### src/rtl/persiana_pkg.sv
// Shared definitions for the blind actuator channel.
// Provides the position encoding, the mode encoding and the position stepping helpers.
// The actuator FSM uses the same position constants, so both sides agree on what P means.
package persiana_pkg;

    localparam logic [1:0] POS_BOTTOM  = 2'b00;
    localparam logic [1:0] POS_MID     = 2'b01;
    localparam logic [1:0] POS_TOP     = 2'b10;
    localparam logic [1:0] POS_INVALID = 2'b11;

    typedef enum logic [1:0] {
        MODE_AUTO   = 2'b00,
        MODE_MANUAL = 2'b01,
        MODE_SAFE   = 2'b10,
        MODE_FAULT  = 2'b11
    } mode_t;

    // Steps one position towards the top and saturates there.
    function automatic logic [1:0] pos_step_up(input logic [1:0] p);
        return (p == POS_BOTTOM) ? POS_MID : POS_TOP;
    endfunction

    // Steps one position towards the bottom and saturates there.
    function automatic logic [1:0] pos_step_down(input logic [1:0] p);
        return (p == POS_TOP) ? POS_MID : POS_BOTTOM;
    endfunction

endpackage

### src/rtl/persiana_run_watchdog.sv
// Purpose: tick-based saturating run-time counter with a timeout flag for one motor channel.
// Latency: the count updates on the edge after a tick; timeout is a combinational decode of the count.
// Backpressure: none; the counter never stalls and saturates at its maximum instead of wrapping.
// Ports: reloj/reset clock and async active-high reset; tick time base; run motor-active level;
//        timeout high while the count has reached TIMEOUT.
module persiana_run_watchdog #(
    parameter int CW      = 8,
    parameter int TIMEOUT = 20
) (
    input  logic reloj,
    input  logic reset,
    input  logic tick,
    input  logic run,
    output logic timeout
);

    localparam logic [CW-1:0] CNT_MAX = '1;

    logic [CW-1:0] run_cnt_d;
    logic [CW-1:0] run_cnt_q;

    // Any cycle with the motor idle clears the count, so only continuous runs accumulate.
    always_comb begin
        run_cnt_d = run_cnt_q;
        if (!run) begin
            run_cnt_d = '0;
        end else if (tick && (run_cnt_q != CNT_MAX)) begin
            run_cnt_d = run_cnt_q + CW'(1);
        end
    end

    always_ff @(posedge reloj or posedge reset) begin
        if (reset) begin
            run_cnt_q <= '0;
        end else begin
            run_cnt_q <= run_cnt_d;
        end
    end

    assign timeout = (run_cnt_q >= CW'(TIMEOUT));

endmodule

### src/rtl/persiana_scheduler.sv
// Purpose: arbitrates the blind position request P between wind safety, buttons and automatic requests, and latches faults.
// Latency: P, mode and fault are registered, one cycle after the causing input; at_target is combinational.
// Backpressure: none; requests arriving while a higher-priority source owns P are dropped, not queued.
// Ports: reloj/reset clock and async active-high reset; tick time base; btn_up/btn_down button pulses;
//        auto_valid/auto_pos automatic request; wind_alarm level; subir/bajar monitored motor outputs;
//        Ssup/Smed/Sinf end-stop sensors; P position request; mode state; fault latched flag; at_target.
module persiana_scheduler
    import persiana_pkg::*;
#(
    parameter int MANUAL_HOLD = 30,
    parameter int RUN_TIMEOUT = 20,
    parameter int CW          = 8
) (
    input  logic       reloj,
    input  logic       reset,
    input  logic       tick,
    input  logic       btn_up,
    input  logic       btn_down,
    input  logic       auto_valid,
    input  logic [1:0] auto_pos,
    input  logic       wind_alarm,
    input  logic       subir,
    input  logic       bajar,
    input  logic       Ssup,
    input  logic       Smed,
    input  logic       Sinf,
    output logic [1:0] P,
    output logic [1:0] mode,
    output logic       fault,
    output logic       at_target
);

    mode_t         mode_d, mode_q;
    logic [1:0]    p_d, p_q;
    logic [CW-1:0] hold_cnt_d, hold_cnt_q;
    logic          fault_d, fault_q;

    logic run_timeout;
    logic sensor_bad;
    logic fault_cond;
    logic btn_one;

    persiana_run_watchdog #(
        .CW      (CW),
        .TIMEOUT (RUN_TIMEOUT)
    ) u_run_watchdog (
        .reloj   (reloj),
        .reset   (reset),
        .tick    (tick),
        .run     (subir | bajar),
        .timeout (run_timeout)
    );

    // Top and bottom together is physically impossible; all three high is covered by the same term.
    assign sensor_bad = Ssup & Sinf;
    assign fault_cond = run_timeout | sensor_bad;
    // Both buttons at once is treated as no press at all.
    assign btn_one    = btn_up ^ btn_down;

    always_comb begin
        mode_d     = mode_q;
        p_d        = p_q;
        hold_cnt_d = hold_cnt_q;
        if (mode_q == MODE_FAULT) begin
            // Latched until reset; P stays frozen.
            mode_d = MODE_FAULT;
        end else if (fault_cond) begin
            mode_d = MODE_FAULT;
        end else if (mode_q == MODE_SAFE) begin
            if (!wind_alarm) begin
                mode_d = MODE_AUTO;
            end
        end else if (wind_alarm) begin
            mode_d     = MODE_SAFE;
            p_d        = POS_TOP;
            hold_cnt_d = '0;
        end else if (btn_one) begin
            // The reload also wins over a same-cycle tick decrement.
            mode_d     = MODE_MANUAL;
            p_d        = btn_up ? pos_step_up(p_q) : pos_step_down(p_q);
            hold_cnt_d = CW'(MANUAL_HOLD);
        end else if (mode_q == MODE_MANUAL) begin
            if (tick && (hold_cnt_q != '0)) begin
                hold_cnt_d = hold_cnt_q - CW'(1);
                if (hold_cnt_q == CW'(1)) begin
                    mode_d = MODE_AUTO;
                end
            end
        end else if (auto_valid && (auto_pos != POS_INVALID)) begin
            p_d = auto_pos;
        end
        fault_d = (mode_d == MODE_FAULT);
    end

    always_ff @(posedge reloj or posedge reset) begin
        if (reset) begin
            mode_q     <= MODE_AUTO;
            p_q        <= POS_BOTTOM;
            hold_cnt_q <= '0;
            fault_q    <= 1'b0;
        end else begin
            mode_q     <= mode_d;
            p_q        <= p_d;
            hold_cnt_q <= hold_cnt_d;
            fault_q    <= fault_d;
        end
    end

    assign P     = p_q;
    assign mode  = mode_q;
    assign fault = fault_q;

    always_comb begin
        case (p_q)
            POS_BOTTOM: at_target = Sinf;
            POS_MID:    at_target = Smed;
            POS_TOP:    at_target = Ssup;
            default:    at_target = 1'b0;
        endcase
    end

endmodule

### config.mk
export PLATFORM = sky130hd
export DESIGN_NAME = persiana_scheduler
export DESIGN_NICKNAME = d
export VERILOG_FILES = /design/src/rtl/persiana_pkg.sv /design/src/rtl/persiana_run_watchdog.sv /design/src/rtl/persiana_scheduler.sv
export SDC_FILE = /design/constraint.sdc
export NUM_CORES = 1
export LEC_CHECK = 0
export BUFFER_PORTS_ARGS = -buffer_cell sky130_fd_sc_hd__buf_4
export CAP_MARGIN = 20
export CORE_ASPECT_RATIO = 0.75
export CORE_MARGIN = 3
export CORE_UTILIZATION = 40
export CTS_BUF_LIST = sky130_fd_sc_hd__clkbuf_4 sky130_fd_sc_hd__clkbuf_8 sky130_fd_sc_hd__clkbuf_16
export DETAILED_ROUTE_END_ITERATION = 7
export GPL_TIMING_DRIVEN = 0
export PLACE_DENSITY_LB_ADDON = 0.2
export SLEW_MARGIN = 10
export SYNTH_ARGS = -nofsm -noshare
export SYNTH_HDL_FRONTEND = slang
export SYNTH_SLANG_ARGS = --single-unit
### constraint.sdc
create_clock -name reloj -period 2.55 [get_ports reloj]
set_input_delay 0.51 -clock reloj [delete_from_list [all_inputs] [get_ports reloj]]
set_output_delay 0.51 -clock reloj [all_outputs]
set_load 0.05 [all_outputs]
# ---- After elaboration in Yosys (flattened, before gate mapping)
# Cells that the tools add are included.
dict set report classes {
  magnitude_cmp 1
  eq_ne 11
  n_shift 0
  muxes 23
  div_mod_pow 0
  addsub 2
  bitwise_logic 7
  reduce_logical 10
  n_mul 0
}
# operator n
set ops {}
lappend ops {{$mux 8} 6}
lappend ops {{$mux 2} 15}
lappend ops {{$reduce_and 5->1} 2}
lappend ops {{$reduce_bool 3->1} 3}
lappend ops {{$add 8x1->8 const B} 1}
lappend ops {{$eq 2x2->1 const B} 4}
lappend ops {{$eq 8x1->1 const B} 1}
lappend ops {{$ge 8x5->1 const B} 1}
lappend ops {{$ne 8x8->1 const B} 1}
lappend ops {{$reduce_bool 8->1} 1}
lappend ops {{$sub 8x1->8 const B} 1}
lappend ops {{$eq 2x1->1 const B} 2}
lappend ops {{$ne 2x2->1 const B} 2}
lappend ops {{$logic_and 1x1->1} 3}
lappend ops {{$ne 3x3->1 const B} 1}
lappend ops {{$not 1->1} 3}
lappend ops {{$pmux 1 s3} 1}
lappend ops {{$logic_not 2->1} 1}
lappend ops {{$or 1x1->1} 2}
lappend ops {{$and 1x1->1} 1}
lappend ops {{$mux 1} 1}
lappend ops {{$xor 1x1->1} 1}
dict set report word_totals {
  latch_bits 0
  mem_bits_ro 0
  mem_bits_rw 0
  n_memories 0
  regBits 21
}

# ---- Longest topological paths before layout
# Gate-level depths: netlist of the first run.
dict set report depth {
  ltp_word 10
  mapped_depth 7
}

# ---- Cells and area by module
# From an unflattened synthesis of the first run, not the netlist that was laid out.
dict set report unflattened {
  hier_cells 157
  hier_area_um2 1377.6
}
# mod area_per_inst_um2 instances cells_each
set modules_own_cells {}
lappend modules_own_cells {persiana_scheduler 883.3 1 102}
lappend modules_own_cells {persiana_run_watchdog 494.2 1 55}

# ---- Worst setup path after synthesis of the first run
# No wires, ideal clock.
dict set report synth_path {
  path_kind {register -> output}
  startpoint {register p_q[1] (netlist: P[1])}
  endpoint {output at_target}
  slack_ns 0.112
  path_buffers 0
  t_arrival_ns 1.928
  required_time_ns 2.040
  path_stages_with_launch 3
  cell_sequence {dfrtp_1 mux2i_1 o21ai_0}
}
dict set report synth_via {
  elab_chain_cells 2
  elab_cells_between_ends 4
}
# item line_no
set synth_rtl {}
lappend synth_rtl {{from (decl)} persiana_scheduler.sv:34} ;# logic [1:0] p_d, p_q;
lappend synth_rtl {{from (signal assigned)} persiana_scheduler.sv:103} ;# p_q <= p_d;
lappend synth_rtl {{$eq 2x2->1, or another cell as far along} persiana_scheduler.sv:114} ;# case (p_q)
lappend synth_rtl {{$pmux 1 s3 *} persiana_scheduler.sv:114}
lappend synth_rtl {{to (decl)} persiana_scheduler.sv:30} ;# output logic at_target
# Every way passes the cells marked *; elsewhere a longest branch is shown, timed or not.

# ---- Final worst setup path of the first run
dict set report layout_path {
  startpoint {register hold_cnt_q[4]}
  endpoint {register mode_q[0] (netlist: mode[0])}
}
dict set report layout_via {
  elab_chain_cells 9
  elab_cells_between_ends 11
}
# item line_no
set layout_rtl {}
lappend layout_rtl {{from (decl)} persiana_scheduler.sv:35} ;# logic [CW-1:0] hold_cnt_d, hold_cnt_q;
lappend layout_rtl {{from (signal assigned)} persiana_scheduler.sv:104} ;# hold_cnt_q <= hold_cnt_d;
lappend layout_rtl {{$eq 8x1->1 or $reduce_bool 8->1 (tied branches)} {persiana_scheduler.sv:85, persiana_scheduler.sv:83}}
lappend layout_rtl {{$mux 2 or $logic_and 1x1->1 (tied branches)} {persiana_scheduler.sv:85, persiana_scheduler.sv:83}}
lappend layout_rtl {{$mux 2 *} persiana_scheduler.sv:83} ;# if (tick && (hold_cnt_q != '0)) begin
lappend layout_rtl {{$mux 2 *} persiana_scheduler.sv:82} ;# end else if (mode_q == MODE_MANUAL) begin
lappend layout_rtl {{$mux 2 *} persiana_scheduler.sv:77} ;# end else if (btn_one) begin
lappend layout_rtl {{$mux 2 *} persiana_scheduler.sv:73} ;# end else if (wind_alarm) begin
lappend layout_rtl {{$mux 2 *} persiana_scheduler.sv:69} ;# end else if (mode_q == MODE_SAFE) begin
lappend layout_rtl {{$mux 2 *} persiana_scheduler.sv:67} ;# end else if (fault_cond) begin
lappend layout_rtl {{$mux 2 *} persiana_scheduler.sv:64} ;# if (mode_q == MODE_FAULT) begin
lappend layout_rtl {{named net mode_d[0]} persiana_scheduler.sv:33} ;# mode_t mode_d, mode_q;
lappend layout_rtl {{to (signal assigned)} persiana_scheduler.sv:102} ;# mode_q <= mode_d;
lappend layout_rtl {{to (decl)} persiana_scheduler.sv:33}
# The timed path passes the listed nets; every way through them passes the cells marked *.
# A chain may end at the register's enable or synchronous reset.

==> results.md, run 1 <==
* PostCTS Resize Cnt at 0
* Layout cell share with drive strength beyond 1 at between 10% and 20%
* Setup Total Neg Slack at 0 ns
* Worst EP arrival at 2.09 ns
* Yosys top cell area share at between 40% and 50%
* Initial antenna violation count at 0
* Antenna Cells at 0
* Core Util, Final at 50.6%
* Total grt overflow at 0
* Nets at between 150 and 200
* Number of synthesized register bits at 21
* Worst-path clk slew at 0.08 ns
* Top cells by area, synth: dfrtp_1 41%, nor2_1 6.1%, ha_1 4.8%
* Clock power frac at between 30% and 40%
* RSZ-0062 raised after global routing: false
* Area Growth Syn to Fin at 18.5%
* DR pass1 iterations at 4
* WL per Instance at about 14 µm
* Worst endpoint required time at 2.71 ns
* Synth area leader: dfrtp_1
* Slew @ Worst Pin at between 0.7 and 0.8 ns
* Switching power at 0.205 mW
* Worst path slowest cell: dfrtp_1
* FP Rows at 17
* WS Path Type: reg -> reg
* Cts bufs inserted at 3
* IO Port Bufs at 19
* Worst hold margin at a little under 0.4 ns
* Total track usage at 15.8%
* Reg power frac at 52.2%
* CP top delay family: simple AND/OR/NAND/NOR gates
* Vias in the first global route at about 1,000
* Worst r2r path cells at 5
* Detailed placement HPWL at around 2200 µm
* Post-CTS setup buffers at 0
* Initial Utilization at roughly 43%
* Slew headroom at 47.3%
* First DRT Iteration DRCs at 73
* Startpoint Class: flop
* Post-route cell area at ~1500 µm²
* Core Area at 3020 µm²
* Root Driver: clkbuf_8
* Antenna Nets Post-Route at 0
* Slew Limit Fails at 0
* Buffers & Inverters on Critical Path at 0
* Final setup vio count at 0
* RePlAce Congestion at between 0.7 and 0.8
* Max cap viols at 0
* Largest fanout on the critical path at 5
* IO Pins at 20
* Vias/cell at 5.39
* Die Y at between 50 and 60 µm
* Ordered list of cells on the worst path: or3_4, or4_4, o41ai_2, o21ai_1, a21o_1
* Worst Clk Skew at around 0.0026 ns
* Die area at around 3900 µm²
* Final hold violation count at 0
* Internal at about 0.52 mW
* Syn nets at around 160
* Primary FF master, synth: dfrtp_1
* Final Cycle Share at 75.7%
* CTS tree: done
* Critical Path Stages at 5
* P per Cell Area at around 480 nW/µm²
* Static Leak at between 0.6 and 0.7 nW
* H-tree levels at 1
* Synthesized area per cell at 9.02 µm²
* Clock Tree Buf Depth at 2
* Yosys synthesis warning count at 0
* Crit end category: flop
* Peak supply drop at roughly 240 µV
* Mapped Area at 1290 µm²
* Critical Path Max Stage Delay at approximately 0.43 ns
* Comb power frac at between 10% and 20%
* Worst r2r dst: mode[0]
* Outcome: finished, final reports clean
* R2R Setup Slk at 0.62 ns
* Post-DP Area at between 1000 and 1500 µm²
* Net Sw Frac at 28.1%
* Hold buffers post-CTS at 0
* Die X at between 70 and 80 µm
* Largest net degree at the start of global routing at 22
* Max Fclk at 0.518 GHz
* Number of flops mapped to enable cells by yosys at 0
* Yosys cell types at 39
* Clock sinks at 21
* Via count at between 1,000 and 1,500
* First-pass GRT wire length at 4760 µm
* Place WS at about 0.45 ns
* Hold Crit Class: in -> async
* Async SR Flop Fraction at 100%
* Post-synthesis cell count at between 100 and 150
* Filler Cell Count at ~300
* Final min period at about 1.9 ns
* Worst skew pair latency at roughly 0.26 ns
* Total wire length at 2810 µm
* Detailed-route DRC error count at 0
* Setup ws final at 0.620 ns
* Post-synthesis sequential area ratio at around 41%
* Worst r2r src: hold_cnt_q[4]
==> cell usage after synthesis (all sizes together), types with 5 or more instances <==
cell type and number:
a21oi 8, inv 10, ha 5, nand2 7, dfrtp 21, nand3 11
nor2 21, a31oi 5, xnor2 6, nor3 8, o21ai 5
==> power groups by stage <==
stage | Sequential (mW) | Clock (mW) | Combinational (mW)
after floorplan | 0.378 | 0 | 0.0762
after global placement | 0.385 | 0 | 0.109
after detailed placement | 0.387 | 0 | 0.117
after CTS | 0.380 | 0.240 | 0.117
after global routing | 0.384 | 0.254 | 0.132
final | 0.381 | 0.233 | 0.115
==> worst reg2reg max path: cells and delay by family, from the launching register on <==
kind	cells	cell delay, ns
AOI/OAI and AO/OA	3	0.57
and+or+nand+nor	2	0.83
DFF	1	0.43
==> state kept, by name (all words and copies together), names as in the netlist <==
signal and count:
u_run_watchdog.run_cnt_q 8, P 2, hold_cnt_q 8, fault 1, mode 2
==> cells by family (layout without fill, tap and decap cells) <==
| family | Yosys count | in the layout | share of synthesized area [%] |
|---|---|---|---|
| AND/OR/NAND/NOR | 64 | 64 | 25.7 |
| AO/OA/AOI/OAI | 33 | 33 | 18.6 |
| flip-flops | 21 | 21 | 40.7 |
| buffers and inverters | 11 | 34 | 3.20 |
| XOR/XNOR | 7 | 7 | 5.33 |
| adder cells (fa/ha/maj) | 5 | 5 | 4.85 |
| multiplexers | 2 | 2 | 1.55 |
==> worst max-delay path by stage <==
stage | end | slack [ns] | from
2_1_floorplan | at_target | 0.11 | P[1]
3_3_place_gp | hold_cnt_q[6] | 0.50 | btn_down
3_5_place_dp | hold_cnt_q[6] | 0.45 | btn_down
4_1_cts | mode[0] | 0.60 | hold_cnt_q[4]
5_1_grt | hold_cnt_q[6] | 0.47 | u_run_watchdog.run_cnt_q[3]
6_report | mode[0] | 0.62 | hold_cnt_q[4]
==> per-stage QoR <==
stage | cells | total power, mW
6_report | 204 | 0.730
5_1_grt | 204 | 0.771
4_1_cts | 204 | 0.737
3_5_place_dp | 200 | 0.503
3_3_place_gp | 200 | 0.494
2_1_floorplan | 143 | 0.454
==> routing by layer <==
| layer | wire length (µm) | up-vias | global-route usage [%] | share of wire [%] |
|---|---|---|---|---|
| met3 | 114 | 2 | 4.15 | 4.1 |
| met5 | 0 | - | 0 | 0 |
| li1 | - | 563 | - | - |
| met1 | 1510 | 518 | 22.4 | 54 |
| met4 | 23 | 0 | 3.75 | 0.82 |
| met2 | 1160 | 17 | 24.1 | 41 |
==> area by class of cell <==
type	count	area, µm²	area share (%)
multi-input cells	111	723	47.3
well taps	38	47.5	3.11
clock buffers	4	48.8	3.19
repair buffers	19	143	9.33
plain buffers	1	3.75	0.245
inverters	10	37.5	2.45
flip-flops and latches	21	526	34.4
==> cell usage in the layout (no fill, tap or decap), types with 3 or more instances in the layout <==
master / n
a21o_1: 3
a21oi_1: 8
a31oi_1: 5
buf_4: 19
clkbuf_8: 3
dfrtp_1: 21
ha_1: 5
inv_1: 10
nand2_1: 7
nand3_1: 11
nor2_1: 21
nor3_1: 8
o21ai_0: 4
xnor2_1: 5
Power figures use the tool's default switching activity.
==> run 2: changes to the inputs <==
Clock period 2.55 ns to 2 ns, I/O delays scaled along.
==> run 2 against run 1 <==
  * Non-clock buffer count rose by 5
  * Critical path depth did not move
  * Final cell count rose by 2.9%
  * Largest cell class unchanged
  * Maximum frequency fell by 0.39%
  * Via count rose by 4.1%
  * Final area rose by 3.6%
  * Clock skew rose by 0.0023 ns
  * Combinational power rose by 27%
  * Worst hold slack got worse by 0.088 ns
  * Flip-flop and latch count did not move
  * Largest power group unchanged
  * Critical endpoint is now hold_cnt_q[0]
==> results.md, run 2 (synthesized netlist as in run 1, its figures left out) <==
* Final Cycle Share at 96.9% (+21 points)
* Core Area at 3020 µm² (unchanged)
* Slew @ Worst Pin at 0.838 ns (+0.0486 ns)
* IO Pins at 20 (unchanged)
* FP Rows at 17 (unchanged)
* Antenna Nets Post-Route at 0 (unchanged)
* IO Port Bufs at 19 (unchanged)
* Slew Limit Fails at 0 (unchanged)
* P per Cell Area at 583 nW/µm² (+22%)
* Cts bufs inserted at 3 (unchanged)
* Largest net degree at the start of global routing at 22 (unchanged)
* Worst Clk Skew at 0.00488 ns (+0.00225 ns)
* Clock sinks at 21 (unchanged)
* WS Path Type: reg -> reg
* Most common cell after layout, fill and taps aside: buf_4
* Via count at 1,145 (+4.1%)
* First DRT Iteration DRCs at 83 (+14%)
* Worst EP arrival at 2.10 ns (about the same)
* CTS tree: done
* Worst r2r path cells at 5 (unchanged)
* Detailed placement HPWL at 2220 µm (+1.7%)
* Final min period at 1.94 ns (+0.00759 ns)
* Startpoint Class: flop
* Hold Crit Class: in -> async
* Outcome: finished, final reports clean
* Total wire length at 3120 µm (+11%)
* Initial antenna violation count at 0 (unchanged)
* Tot Pwr at 0.923 mW (+26%)
* Peak supply drop at 406 µV (+68%)
* DR pass1 iterations at 4 (unchanged)
* Root Driver: clkbuf_8
* Total grt overflow at 0 (unchanged)
* Static Leak at 0.704 nW (+3.6%)
* Final hold violation count at 0 (unchanged)
* Vias/cell at 5.45 (+1.1%)
* H-tree levels at 1 (unchanged)
* Area Growth Syn to Fin at 22.8%
* Die area at 3950 µm² (unchanged)
* Max Fclk at 0.516 GHz (-0.39%)
* Nets at 192 (+3.2%)
* Worst-path clk slew at 0.08 ns (about the same)
* Largest fanout on the critical path at 5 (unchanged)
* Worst hold margin at 0.305 ns (-0.0882 ns)
* Top flop regs: hold_cnt_q: 8 flops, u_run_watchdog.run_cnt_q: 8 flops
* Core Util, Final at 52.4% (+1.8 points)
* Setup Total Neg Slack at 0 ns (unchanged)
* RePlAce Congestion at 0.822 (+3.4%)
* DP Cell Count at 200 (unchanged)
* Detailed-route DRC error count at 0 (unchanged)
* Slew headroom at 44.1% (-3.2 points)
* Layout cell share with drive strength beyond 1 at 22.1% (+4.0 points)
* Worst skew pair latency at 0.26 ns (about the same)
* Max cap viols at 0 (unchanged)
* Crit end category: flop
* WL per Instance at 14.8 µm (+7.6%)
* Commonest non-fill, non-tap cells in the layout: 24 x buf_4, 21 x nor2_1, 20 x dfrtp_1
* Total track usage at 17.6% (+1.8 points)
* Antenna Cells at 0 (unchanged)
* Hold buffers post-CTS at 0 (unchanged)
* Initial Utilization at 42.7% (unchanged)
* First-pass GRT wire length at 5280 µm (+11%)
* Final setup vio count at 0 (unchanged)
* Clock Tree Buf Depth at 2 (unchanged)
* Finished Layout Cells at 210 (+2.9%)
* Die Y at 55.2 µm (unchanged)
* Worst endpoint required time at 2.16 ns (-0.55 ns)
* Vias in the first global route at 1,100 (+7.6%)
* Die X at 71.6 µm (unchanged)
## run 2: cell type report
cell class | instances | area (µm²)
plain buffers | 1 | 3.75
clock buffers | 4 | 48.8
fillers | 291 | 1440
inverters | 10 | 37.5
multi-input cells | 112 | 739
flip-flops and latches | 21 | 527
well taps | 38 | 47.5
repair buffers | 24 | 180
## run 2: what timing repair did
| item | 4_1_cts | 5_1_grt |
|---|---|---|
| resized for setup | 0 | 2 |
| buffers inserted | 0 | 5 |
| setup endpoints to repair | 0 | 7 |
## run 2: through the flow
step	setup WS [ns]	instance area (µm²)
floorplan	0.0434	1290
global placement	0.0832	1480
detailed placement	0.0325	1480
CTS	0.0488	1530
global route	-0.0123	1580
finish	0.0625	1580
## run 2: path summary, 6_finish.rpt
path,start,end,slack [ns]
max,hold_cnt_q[4],hold_cnt_q[0],0.06
min,reset,hold_cnt_q[5],0.31
max reg2reg,hold_cnt_q[4],hold_cnt_q[0],0.06
min reg2reg,hold_cnt_q[7],hold_cnt_q[7],0.53
max in group asynchronous,reset,hold_cnt_q[4],1.13
min in group reloj,auto_pos[0],P[0],0.42
## run 2: per-layer routing
| metal | track usage [%] | routed length, µm |
|---|---|---|
| met4 | 5.31 | 29 |
| met5 | 0 | 0 |
| met3 | 4.51 | 171 |
| met1 | 24.5 | 1600 |
| met2 | 27.1 | 1320 |
## run 2: report_power, final
group | total, mW | leakage, nW | internal (mW) | switching [mW]
Clock | 0.294 | 0.0262 | 0.156 | 0.139
Combinational | 0.146 | 0.411 | 0.0630 | 0.0830
Sequential | 0.483 | 0.268 | 0.450 | 0.0329
Total | 0.923 | 0.704 | 0.668 | 0.255
## run 2: worst max-delay path, cell delays in order, from the launching register on
cell and delay, ns:
dfrtp_2 0.43, or3_4 0.41, o41a_1 0.48, o21bai_2 0.28
nor3_1 0.08, a21o_1 0.16
